**src/rtl/piso_pkg.sv**
```systemverilog
// Shared types and helpers for the parallel-in serial-out serializer.
package piso_pkg;

  typedef enum logic [0:0] {
    IDLE  = 1'b0,
    SHIFT = 1'b1
  } state_e;

  // Bit-counter width for a given word width.
  function automatic int unsigned cnt_width(input int unsigned width);
    return (width > 1) ? $clog2(width) : 1;
  endfunction

endpackage

```
**src/rtl/piso_serializer.sv**
```systemverilog
// Parallel-in serial-out serializer: captures a word over valid/ready and emits it
// one bit per clock, reloading on the last-bit cycle so consecutive words stream gaplessly.
module piso_serializer
  import piso_pkg::*;
#(
  parameter int unsigned WIDTH     = 8,
  parameter bit          MSB_FIRST = 1'b1
) (
  input  logic             clk,
  input  logic             reset,
  input  logic [WIDTH-1:0] din,
  input  logic             din_valid,
  output logic             din_ready,
  output logic             sout,
  output logic             sout_valid,
  output logic             sout_last,
  output logic             busy
);

  localparam int unsigned CW = cnt_width(WIDTH);
  localparam logic [CW-1:0] CntMax = CW'(WIDTH - 1);

  state_e           state_q, state_d;
  logic [WIDTH-1:0] sreg_q, sreg_d;
  logic [CW-1:0]    cnt_q, cnt_d;
  logic [WIDTH-1:0] sreg_shifted;
  logic             last_bit;
  logic             handshake;

  assign last_bit  = (state_q == SHIFT) && (cnt_q == CntMax);
  assign din_ready = !reset && ((state_q == IDLE) || last_bit);
  assign handshake = din_valid && din_ready;

  // Shift toward the output bit position, filling the vacated end with zero.
  assign sreg_shifted = MSB_FIRST ? {sreg_q[WIDTH-2:0], 1'b0} : {1'b0, sreg_q[WIDTH-1:1]};

  always_comb begin
    state_d = state_q;
    sreg_d  = sreg_q;
    cnt_d   = cnt_q;
    unique case (state_q)
      IDLE: begin
        if (handshake) begin
          sreg_d  = din;
          cnt_d   = '0;
          state_d = SHIFT;
        end
      end
      SHIFT: begin
        if (last_bit) begin
          if (handshake) begin
            sreg_d = din;
            cnt_d  = '0;
          end else begin
            sreg_d  = sreg_shifted;
            cnt_d   = '0;
            state_d = IDLE;
          end
        end else begin
          sreg_d = sreg_shifted;
          cnt_d  = cnt_q + CW'(1);
        end
      end
    endcase
  end

  always_ff @(posedge clk) begin
    if (reset) begin
      state_q <= IDLE;
      sreg_q  <= '0;
      cnt_q   <= '0;
    end else begin
      state_q <= state_d;
      sreg_q  <= sreg_d;
      cnt_q   <= cnt_d;
    end
  end

  // Outputs depend on registered state only.
  assign busy       = (state_q == SHIFT);
  assign sout_valid = busy;
  assign sout_last  = last_bit;
  assign sout       = busy && (MSB_FIRST ? sreg_q[WIDTH-1] : sreg_q[0]);

endmodule

```
**config.mk**
```make
export PLATFORM = sky130hd
export DESIGN_NAME = piso_serializer
export DESIGN_NICKNAME = d
export VERILOG_FILES = /design/src/rtl/piso_pkg.sv /design/src/rtl/piso_serializer.sv
export SDC_FILE = /design/constraint.sdc
export NUM_CORES = 1
export LEC_CHECK = 0
export ABC_AREA = 1
export CAP_MARGIN = 25
export CELL_PAD_IN_SITES_DETAIL_PLACEMENT = 2
export CELL_PAD_IN_SITES_GLOBAL_PLACEMENT = 2
export CORE_ASPECT_RATIO = 0.8
export CORE_MARGIN = 2
export CORE_UTILIZATION = 28
export DETAILED_ROUTE_END_ITERATION = 8
export PLACE_DENSITY_LB_ADDON = 0.1
export SLEW_MARGIN = 20
export SYNTH_ARGS = -nofsm -noshare
export SYNTH_HDL_FRONTEND = slang
export SYNTH_SLANG_ARGS = --single-unit
```
**constraint.sdc**
```tcl
create_clock -name clk -period 2.3 [get_ports clk]
set_input_delay 0.345 -clock clk [delete_from_list [all_inputs] [get_ports clk]]
set_output_delay 0.345 -clock clk [all_outputs]
set_load 0.005 [all_outputs]
```
# [After elaboration in Yosys (flattened, before gate mapping)]
# Index checks and enable logic that the tools add are counted.
[totals] inputBits=11 latchBits=0 out_inout_bits=5 reg_bits=12 mem_bits_rw=0 memories=0 wordCells=23 rom_bits=0
[op_classes] n_div=0 n_mul=0 n_bitwise=1 shift=0 reduce_logical=6 order_cmp=0 n_eq_ne=2 mux=10 n_addsub=1
[op_table] op="$mux W8" count=3
[op_table] op="$pmux W8 S2" count=1
[op_table] op="$mux W3" count=2
[op_table] op="$pmux W3 S2" count=1
[op_table] op="$logic_and A1 B1 Y1" count=4
[op_table] op="$add A3 B1 Y3 const B" count=1
[op_table] op="$eq A3 B3 Y1 const B" count=1
[op_table] op="$mux W1" count=2
[op_table] op="$ne A2 B2 Y1 const B" count=1
[op_table] op="$pmux W1 S2" count=1
[op_table] op="$logic_not A1 Y1" count=1
[op_table] op="$logic_or A1 B1 Y1" count=1
[op_table] op="$not A1 Y1" count=1

# [Logic depth before layout (Yosys ltp)]
# Gate-level depths: netlist of run 1.
[depth] ltp_word=8 depth_mapped=9 ltp_nobuf=9

# [Least setup slack after synthesis of run 1]
# OpenSTA, ideal clock, no wires.
[synth_path] path_type="reg-to-output" start="register cnt_q[0]" end="output din_ready" setup_slack_ns=0.971 path_stages_with_launch=5 arrival_ns=0.984 n_path_buf=0 required_ns=1.955 cell_sequence="dfxtp_1 -> ha_1 -> ha_1 -> nor2_8 -> nor2_8"
[synth_between] elab_chain_len=4
[synth_rtl] item="start: declaration" line_no="piso_serializer.sv:25" source="logic [CW-1:0] cnt_q, cnt_d;"
[synth_rtl] item="start signal: assignment" line_no="piso_serializer.sv:75" source="cnt_q <= cnt_d;"
[synth_rtl] item="$eq A3 B3 Y1" line_no="piso_serializer.sv:30" source="assign last_bit = (state_q == SHIFT) && (cnt_q == CntMax);"
[synth_rtl] item="$logic_and A1 B1 Y1" line_no="piso_serializer.sv:30"
[synth_rtl] item="$logic_or A1 B1 Y1" line_no="piso_serializer.sv:31" source="assign din_ready = !reset && ((state_q == IDLE) || last_bit);"
[synth_rtl] item="$logic_and A1 B1 Y1" line_no="piso_serializer.sv:31"
[synth_rtl] item="end: declaration" line_no="piso_serializer.sv:13" source="output logic din_ready,"
# No other way between the ends.

# [Final worst setup path of run 1]
# Ends and elaborated chain as after synthesis.

==> results of run 1 <==
-- power groups by stage --
stage | clock network [mW] | registers (mW) | logic (mW)
2_1_floorplan | 0 | 0.235 | 0.0707
4_1_cts | 0.137 | 0.237 | 0.109
5_1_grt | 0.148 | 0.239 | 0.120
6_report | 0.128 | 0.237 | 0.107
3_3_place_gp | 0 | 0.241 | 0.104
3_5_place_dp | 0 | 0.242 | 0.108
-- metal layers --
| layer | GRT usage, % | wire length [um] |
|---|---|---|
| met1 | 17.1 | 841 |
| met2 | 22.5 | 840 |
| met3 | 4.81 | 69 |
| met4 | 1.14 | 0 |
| met5 | 0 | 0 |
-- flip-flops by register name (all words and copies together) (netlist names) --
register,cells
busy,1
cnt_q,3
sreg_q,8
-- path summary, 6_finish.rpt --
path / endpoint / slack [ps] / cells after the start
hold reg to reg: cnt_q[0]$_SDFFE_PP0P_ / 470 / 1
setup / recovery: din_ready / 160 / 5
hold / removal: cnt_q[0]$_SDFFE_PP0P_ / 470 / 1
setup reg to reg: sreg_q[7]$_SDFFE_PP0P_ / 890 / 9
-- cells by family (layout without fill, tap and decap cells) --
| kind of cell | after synthesis | count (layout) |
|---|---|---|
| compound gates | 20 | 20 |
| fa+ha+maj | 2 | 2 |
| buf+inv | 22 | 38 |
| flops | 12 | 12 |
| simple gates | 35 | 35 |
-- synthesized netlist by cell type, types with 2 or more instances --
cell | n | share of area (%)
nor2_8 | 2 | 5.8
a21oi_1 | 10 | 7.3
o21ai_0 | 8 | 5.8
dfxtp_1 | 12 | 35
ha_1 | 2 | 3.6
nor2_1 | 2 | 1.1
inv_1 | 16 | 8.7
nand3_1 | 5 | 3.6
nand3_2 | 3 | 4.4
nand2_1 | 21 | 11
buf_4 | 2 | 2.2
-- layout make-up --
cell class | instances | area share [%]
Multi-Input combinational cell | 57 | 39.3
Inverter | 18 | 8.24
Tap cell | 27 | 3.84
Sequential cell | 12 | 27.3
Clock buffer | 3 | 2.56
Timing Repair Buffer | 17 | 18.7
-- repair_timing --
action	CTS	global route
gates resized for setup	0	1
buffers inserted	0	0
endpoints found under the setup margin	0	1
==> results.cfg, run 1 <==
[status]
outcome = finished clean

[synthesis]
ys_types = 19
synth_xor_area_share_pct = 0
mappedNetlistArea_um2 = 688
muxShareOfSynthArea_pct = 0
synth_top_family_by_area = simple AND/OR/NAND/NOR gates
synthAdderAreaFrac_pct = 3.64
syn_avg_cell_area_um2 = 7.56
synth_edf_count = 0
synthSimpleGateAreaFrac_pct = 29.8
async_flop_share_pct = 0
ys_seq_area_share_pct = 34.9
yosys_warnings = 0
synth_fp_nets = 104
ys_ff_latch = 12
synthFlopType = dfxtp_1
synth-compound-area-share_pct = 16.5
synthCells = 91

[layout]
nets = 122
utilization_pct = 37.0
layout_common_cells = nand2_1 (21), inv_1 (16), clkdlybuf4s50_1 (15)
multiInputGateArea_um2 = 347
seqCellArea_um2 = 240
diodes = 0
finalNonFillerCells = 134
layout-drive-gt1-share_pct = 15.0
final_common_cell = nand2_1
nFillCells = 292
postLayoutCellArea_um2 = 881
syn_to_final_growth_pct = 28.0

[detailed_routing]
drt_first_iter_violations = 11
antenna_left = 0
wl_um = 1750
routedWlPerCell_um = 13.1
viasPerCell = 4.63
vias = 621
drt_first_pass_iters = 2
drc_errors = 0

[placement]
placed_cells = 131
place_ws_ps = 243
port_buffers = 15
dp_hpwl_um = 1370
gp_congestion = 0.692
place_area_um2 = 856

[power_and_ir_drop]
power.switching_uw = 138
clkPwrFrac_pct = 27.2
power_uw = 472
switching_share_pct = 29.3
powerDensity_nw_per_um2 = 536
peakVddDrop_v = 0.000175
p_int_uw = 334
comb_power_share_pct = 22.6
leakage_nw = 0.408
seq_power_share_pct = 50.2

[worst_setup_path]
slowest_stage = clkdlybuf4s50_1
reg2reg_from = cnt_q[0]$_SDFFE_PP0P_
startpoint = cnt_q[0]$_SDFFE_PP0P_
cpMostUsedCell = nor2_8
path_buf_inv = 1
cp-end-kind = output pin
required_ps = 1960
crit_type = register to output pin
cp_slowest_stage_delay_ps = 530
cp_max_fo = 8
arrival_ps = 1800
worstSetupStartpointType = register
cp_cell_sequence = ha_1, ha_2, nor2_8, nor2_8, clkdlybuf4s50_1
crit_family = buffers and inverters

[timing]
holdWs_ps = 471
slew_headroom_pct = 67.7
setup_viol_count_final = 0
setup_ws_ps = 157
worst_clock_skew_ps = 0.438
fmax_ghz = 0.467
finalSetupTns_ps = 0
fin_crit_sh_pct = 93.2
rsz0062_at_grt = false
fin_crit_ps = 2140
tightest_slew_ps = 484
hold_viol_final = 0
slew_viol_final = 0

[min_path]
hp-class = register to register
worstHoldStart = cnt_q[0]$_SDFFE_PP0P_

[global_routing]
grt_max_degree = 11
grt_pass1_wl_um = 2930
first_global_vias = 657
track_usage_pct = 13.4
overflow = 0
grt_antenna_before_repair = 0

[clock_network]
clk_pin_slew_ps = 70
clk_latency_ps = 270
cts_tree = built
cts_sinks = 12
hold_buffers = 0
htreeDepth = 1
cts_root_buffer = clkbuf_4
clockBufferDepth = 2
cts_buffers = 3

[floorplan]
std_cell_rows = 16
core_um2 = 2380
fp.dieH_um = 48.3
die_area_um2 = 2870
die_w_um = 59.4
ios = 16
start_util_pct = 28.9

[job]
max_cap_violations = 0
No activity file was read; power rests on OpenSTA's default activity.
==> run 2, diff against run 1 <==
--- a/config.mk
+++ b/config.mk
@@ -11,7 +11,7 @@
 export CELL_PAD_IN_SITES_GLOBAL_PLACEMENT = 2
 export CORE_ASPECT_RATIO = 0.8
 export CORE_MARGIN = 2
-export CORE_UTILIZATION = 28
+export CORE_UTILIZATION = 26
 export DETAILED_ROUTE_END_ITERATION = 8
 export PLACE_DENSITY_LB_ADDON = 0.1
 export SLEW_MARGIN = 20
==> constraint.sdc (replaced) <==
create_clock -name clk -period 2.1 [get_ports clk]
set_input_delay 0.315 -clock clk [delete_from_list [all_inputs] [get_ports clk]]
set_output_delay 0.315 -clock clk [all_outputs]
set_load 0.005 [all_outputs]
==> run 2 against run 1 <==
  * Utilization down 0.28 points
  * Largest cell class unchanged
  * Critical path depth unchanged
  * Clock skew up 5.3 ps
  * Die area up 7.1%
  * Register-to-register slack worse by 270 ps
  * Cell count up 7.5%
  * Wire length up 8.9%
  * Sequential cell count unchanged
  * Sequential power up 9.7%
  * Global-route usage up 0.85 points
==> results.cfg, run 2 (same netlist as run 1, synthesis figures left out) <==
[placement]
gp_congestion = 0.676
port_buffers = 15
dp_hpwl_um = 1410
place_ws_ps = 190

[status]
outcome = finished clean

[clock_network]
htreeDepth = 1
cts_buffers = 3
clockBufferDepth = 2
cts_root_buffer = clkbuf_4
clk_latency_ps = 270
hold_buffers = 0
clk_pin_slew_ps = 70
cts_tree = built
cts_sinks = 12

[global_routing]
grt_antenna_before_repair = 0
first_global_vias = 676
track_usage_pct = 14.3
overflow = 0
grt_pass1_wl_um = 3220
grt_max_degree = 11

[timing]
holdWs_ps = 471
slew_headroom_pct = 75.4
finalSetupTns_ps = 0
hold_viol_final = 0
setup_ws_ps = 89.2
fin_crit_ps = 2010
slew_viol_final = 0
worst_clock_skew_ps = 5.71
fin_crit_sh_pct = 95.8
tightest_slew_ps = 367
setup_viol_count_final = 0
rsz0062_at_grt = false
fmax_ghz = 0.497

[min_path]
hold_depth = 2
hp-class = register to register

[detailed_routing]
viasPerCell = 4.49
routedWlPerCell_um = 13.2
vias = 647
antenna_left = 0
drt_first_iter_violations = 14
wl_um = 1910
drc_errors = 0
drt_first_pass_iters = 4

[job]
max_cap_violations = 0

[worst_setup_path]
cp_slowest_stage_delay_ps = 450
cp-end-kind = output pin
cp_cell_sequence = ha_1, ha_4, nor2_8, nor2_8, clkdlybuf4s50_1
worstSetupStartpointType = register
crit_type = register to output pin
reg2reg_depth = 9
required_ps = 1780
slowest_stage = clkdlybuf4s50_1
cp_max_fo = 5
cpMostUsedCell = nor2_8
arrival_ps = 1700

[floorplan]
core_um2 = 2480
ios = 16
std_cell_rows = 16
die_area_um2 = 3080
die_w_um = 61.5
start_util_pct = 27.7
fp.dieH_um = 50.0

[power_and_ir_drop]
peakVddDrop_v = 0.000198
powerDensity_nw_per_um2 = 578
leakage_nw = 0.413
power_uw = 526

[layout]
layout_common_cells = nand2_1 (21), inv_1 (16), clkdlybuf4s50_1 (15)
layout-drive-gt1-share_pct = 16.7
diodes = 0
final_common_cell = nand2_1
largest-register = sreg_q
utilization_pct = 36.7
nets = 123
nFillCells = 313
largest_register_ffs = 8
syn_to_final_growth_pct = 32.4
run 2: cell count changes in the layout (fill, tap and decap cells not counted), sizes merged:
cell  before  now
buf        2    3
run 2: metrics by stage:
stage	std cells	cell area (um2)
floorplan	91	688
global placement	141	875
detailed placement	141	875
CTS	144	900
global route	144	911
finish	144	911
run 2: layer usage:
layer	wire length, um	GRT usage [%]	vias to the layer above	share of wire (%)
met4	0	3.19	0	0
li1	-	-	322	-
met3	81	4.72	0	4.2
met2	902	23.7	14	47
met5	0	0	-	0
met1	922	17.7	311	48
run 2: path summary, 6_finish.rpt:
check	start	end	slack [ps]
worst max-delay path	cnt_q[0]$_SDFFE_PP0P_	din_ready	90
worst min-delay path	cnt_q[1]$_SDFFE_PP0P_	cnt_q[1]$_SDFFE_PP0P_	470
worst max register to register	cnt_q[0]$_SDFFE_PP0P_	sreg_q[2]$_SDFFE_PP0P_	620
worst min register to register	cnt_q[1]$_SDFFE_PP0P_	cnt_q[1]$_SDFFE_PP0P_	470
run 2: power breakdown:
group / switching (mW) / leakage, nW / total [mW] / internal (mW)
combinational: 0.0647 / 0.300 / 0.121 / 0.0560
sequential: 0.0139 / 0.0993 / 0.260 / 0.246
clock: 0.0798 / 0.0138 / 0.146 / 0.0664
total: 0.158 / 0.413 / 0.526 / 0.368
run 2: layout make-up:
cell class,count,area (um2),share of cell area [%]
tap,36,45.0,4.95
sequential,12,241,26.5
inverter,18,72.6,7.97
multi-input combinational,57,357,39.1
timing repair buffer,18,173,19.0
clock buffer,3,22.5,2.47
run 2: timing repair:
action | 4_1_cts | 5_1_grt
setup buffers | 0 | 0
endpoints found under the setup margin | 1 | 2
gates resized for setup | 1 | 2
run 2: worst max-delay path, delay by kind of cell (launching register included):
family / cells / cell delay, ps
fa+ha+maj: 2 / 440
buf+inv: 1 / 450
flops: 1 / 330
simple gates: 2 / 210
==> run 3, diff against run 2 <==
--- a/config.mk
+++ b/config.mk
@@ -9,7 +9,6 @@
 export CAP_MARGIN = 25
 export CELL_PAD_IN_SITES_DETAIL_PLACEMENT = 2
 export CELL_PAD_IN_SITES_GLOBAL_PLACEMENT = 2
-export CORE_ASPECT_RATIO = 0.8
 export CORE_MARGIN = 2
 export CORE_UTILIZATION = 26
 export DETAILED_ROUTE_END_ITERATION = 8
==> run 3 against run 2 <==
  * Via count down 2.3%
  * Register-to-register slack about the same
  * Final area up 0.55%
  * Global-route usage down 1.7 points
  * Clock skew down 4.2 ps
  * Die area about the same
  * Total power up 6.6%
  * Wire length down 9.9%
  * Non-clock buffer count unchanged
  * Maximum frequency up 0.10%
  * Critical endpoint unchanged
  * Largest power group unchanged
==> results.cfg, run 3 (same netlist as run 1, synthesis figures left out) <==
[detailed_routing]
wl_um = 1720
routedWlPerCell_um = 12.4
antenna_left = 0
drt_first_iter_violations = 12
viasPerCell = 4.55
vias = 632
drt_first_pass_iters = 4
drc_errors = 0

[worst_setup_path]
reg2reg_to = sreg_q[5]$_SDFFE_PP0P_
required_ps = 1780
ff2ff_setup_slack_ps = 630
cp-end-kind = output pin
reg2reg_from = cnt_q[0]$_SDFFE_PP0P_
cp_max_fo = 5
reg2reg_depth = 9
cpMostUsedCell = nor2_8
arrival_ps = 1690
worstSetupStartpointType = register
slowest_stage = clkdlybuf4s50_1
cp_cell_sequence = ha_1, ha_4, nor2_8, nor2_8, clkdlybuf4s50_1
cp_slowest_stage_delay_ps = 450
crit_type = register to output pin

[power_and_ir_drop]
leakage_nw = 0.420
powerDensity_nw_per_um2 = 613
peakVddDrop_v = 0.000312

[clock_network]
clk_pin_slew_ps = 80
cts_sinks = 12
cts_tree = built
htreeDepth = 1
clk_latency_ps = 270
cts_buffers = 3
clockBufferDepth = 2
cts_root_buffer = clkbuf_4
hold_buffers = 0

[min_path]
holdPathEnd = sreg_q[0]$_SDFFE_PP0P_
hold_depth = 2
worstHoldStart = sreg_q[0]$_SDFFE_PP0P_
hp-class = register to register

[layout]
syn_to_final_growth_pct = 33.1
nets = 123
diodes = 0
largest_register_ffs = 8
largest-register = sreg_q
nFillCells = 300
layout_common_cells = nand2_1 (21), inv_1 (16), clkdlybuf4s50_1 (15)
layout-drive-gt1-share_pct = 16.5
final_common_cell = nand2_1
utilization_pct = 36.6

[timing]
slew_headroom_pct = 68.9
fmax_ghz = 0.498
worst_clock_skew_ps = 1.53
fin_crit_sh_pct = 95.7
slew_viol_final = 0
fin_crit_ps = 2010
finalSetupTns_ps = 0
tightest_slew_ps = 465
setup_viol_count_final = 0
hold_viol_final = 0
rsz0062_at_grt = false

[floorplan]
std_cell_rows = 18
die_w_um = 55.4
fp.dieH_um = 55.4
ios = 16
core_um2 = 2500
die_area_um2 = 3070
start_util_pct = 27.5

[global_routing]
track_usage_pct = 12.6
grt_pass1_wl_um = 3110
first_global_vias = 662
overflow = 0
grt_antenna_before_repair = 0
grt_max_degree = 11

[placement]
port_buffers = 15
gp_congestion = 0.698
dp_hpwl_um = 1360

[status]
outcome = finished clean

[job]
max_cap_violations = 0
run 3: cell type report:
| type | instances | area [um2] | share of cell area (%) |
|---|---|---|---|
| multi-input combinational | 57 | 357 | 38.9 |
| inverter | 18 | 72.6 | 7.92 |
| clock buffer | 4 | 36.3 | 3.96 |
| tap | 30 | 37.5 | 4.10 |
| timing repair buffer | 18 | 173 | 18.9 |
| sequential | 12 | 240 | 26.2 |
run 3: metrics by stage:
step	hold WS [ps]	setup slack [ps]	area [um2]	power (mW)	cells
6_report	472	91.2	916	0.561	139
5_1_grt	504	9.30	916	0.604	139
4_1_cts	476	46.2	906	0.574	139
3_5_place_dp	463	267	867	0.385	135
3_3_place_gp	454	257	867	0.381	135
2_1_floorplan	433	801	688	0.335	91
run 3: how the worst max path moves through the flow:
stage                                     start        end  slack, ps
after floorplan           cnt_q[0]$_SDFFE_PP0P_  din_ready        800
after global placement                    reset  din_ready        260
after detailed placement                  reset  din_ready        270
after CTS                 cnt_q[0]$_SDFFE_PP0P_  din_ready         50
after global routing      cnt_q[0]$_SDFFE_PP0P_  din_ready          9
final                     cnt_q[0]$_SDFFE_PP0P_  din_ready         90
run 3: worst max-delay path: cells and delay by family (launching register included):
family / cells / cell delay [ps]
simple gates: 2 / 210
flops: 1 / 330
buf+inv: 1 / 450
fa+ha+maj: 2 / 420
run 3: power by group:
group	total, mW	internal, mW	switching (mW)
sequential	0.260	0.245	0.0142
clock	0.184	0.105	0.0791
combinational	0.117	0.0561	0.0613
run 3: repair_timing:
item                       4_1_cts  5_1_grt
setup buffers                    0        0
gates cloned                     0        0
setup endpoints to repair        1        1
resized for setup                1        1
run 3: layer usage:
layer	part of all wire, %	track usage (%)	vias to the layer above
met3	4.9	4.92	2
met4	0.76	2.09	0
li1	-	-	319
met2	50	20.9	15
met1	44	15.7	296
met5	0	0	-
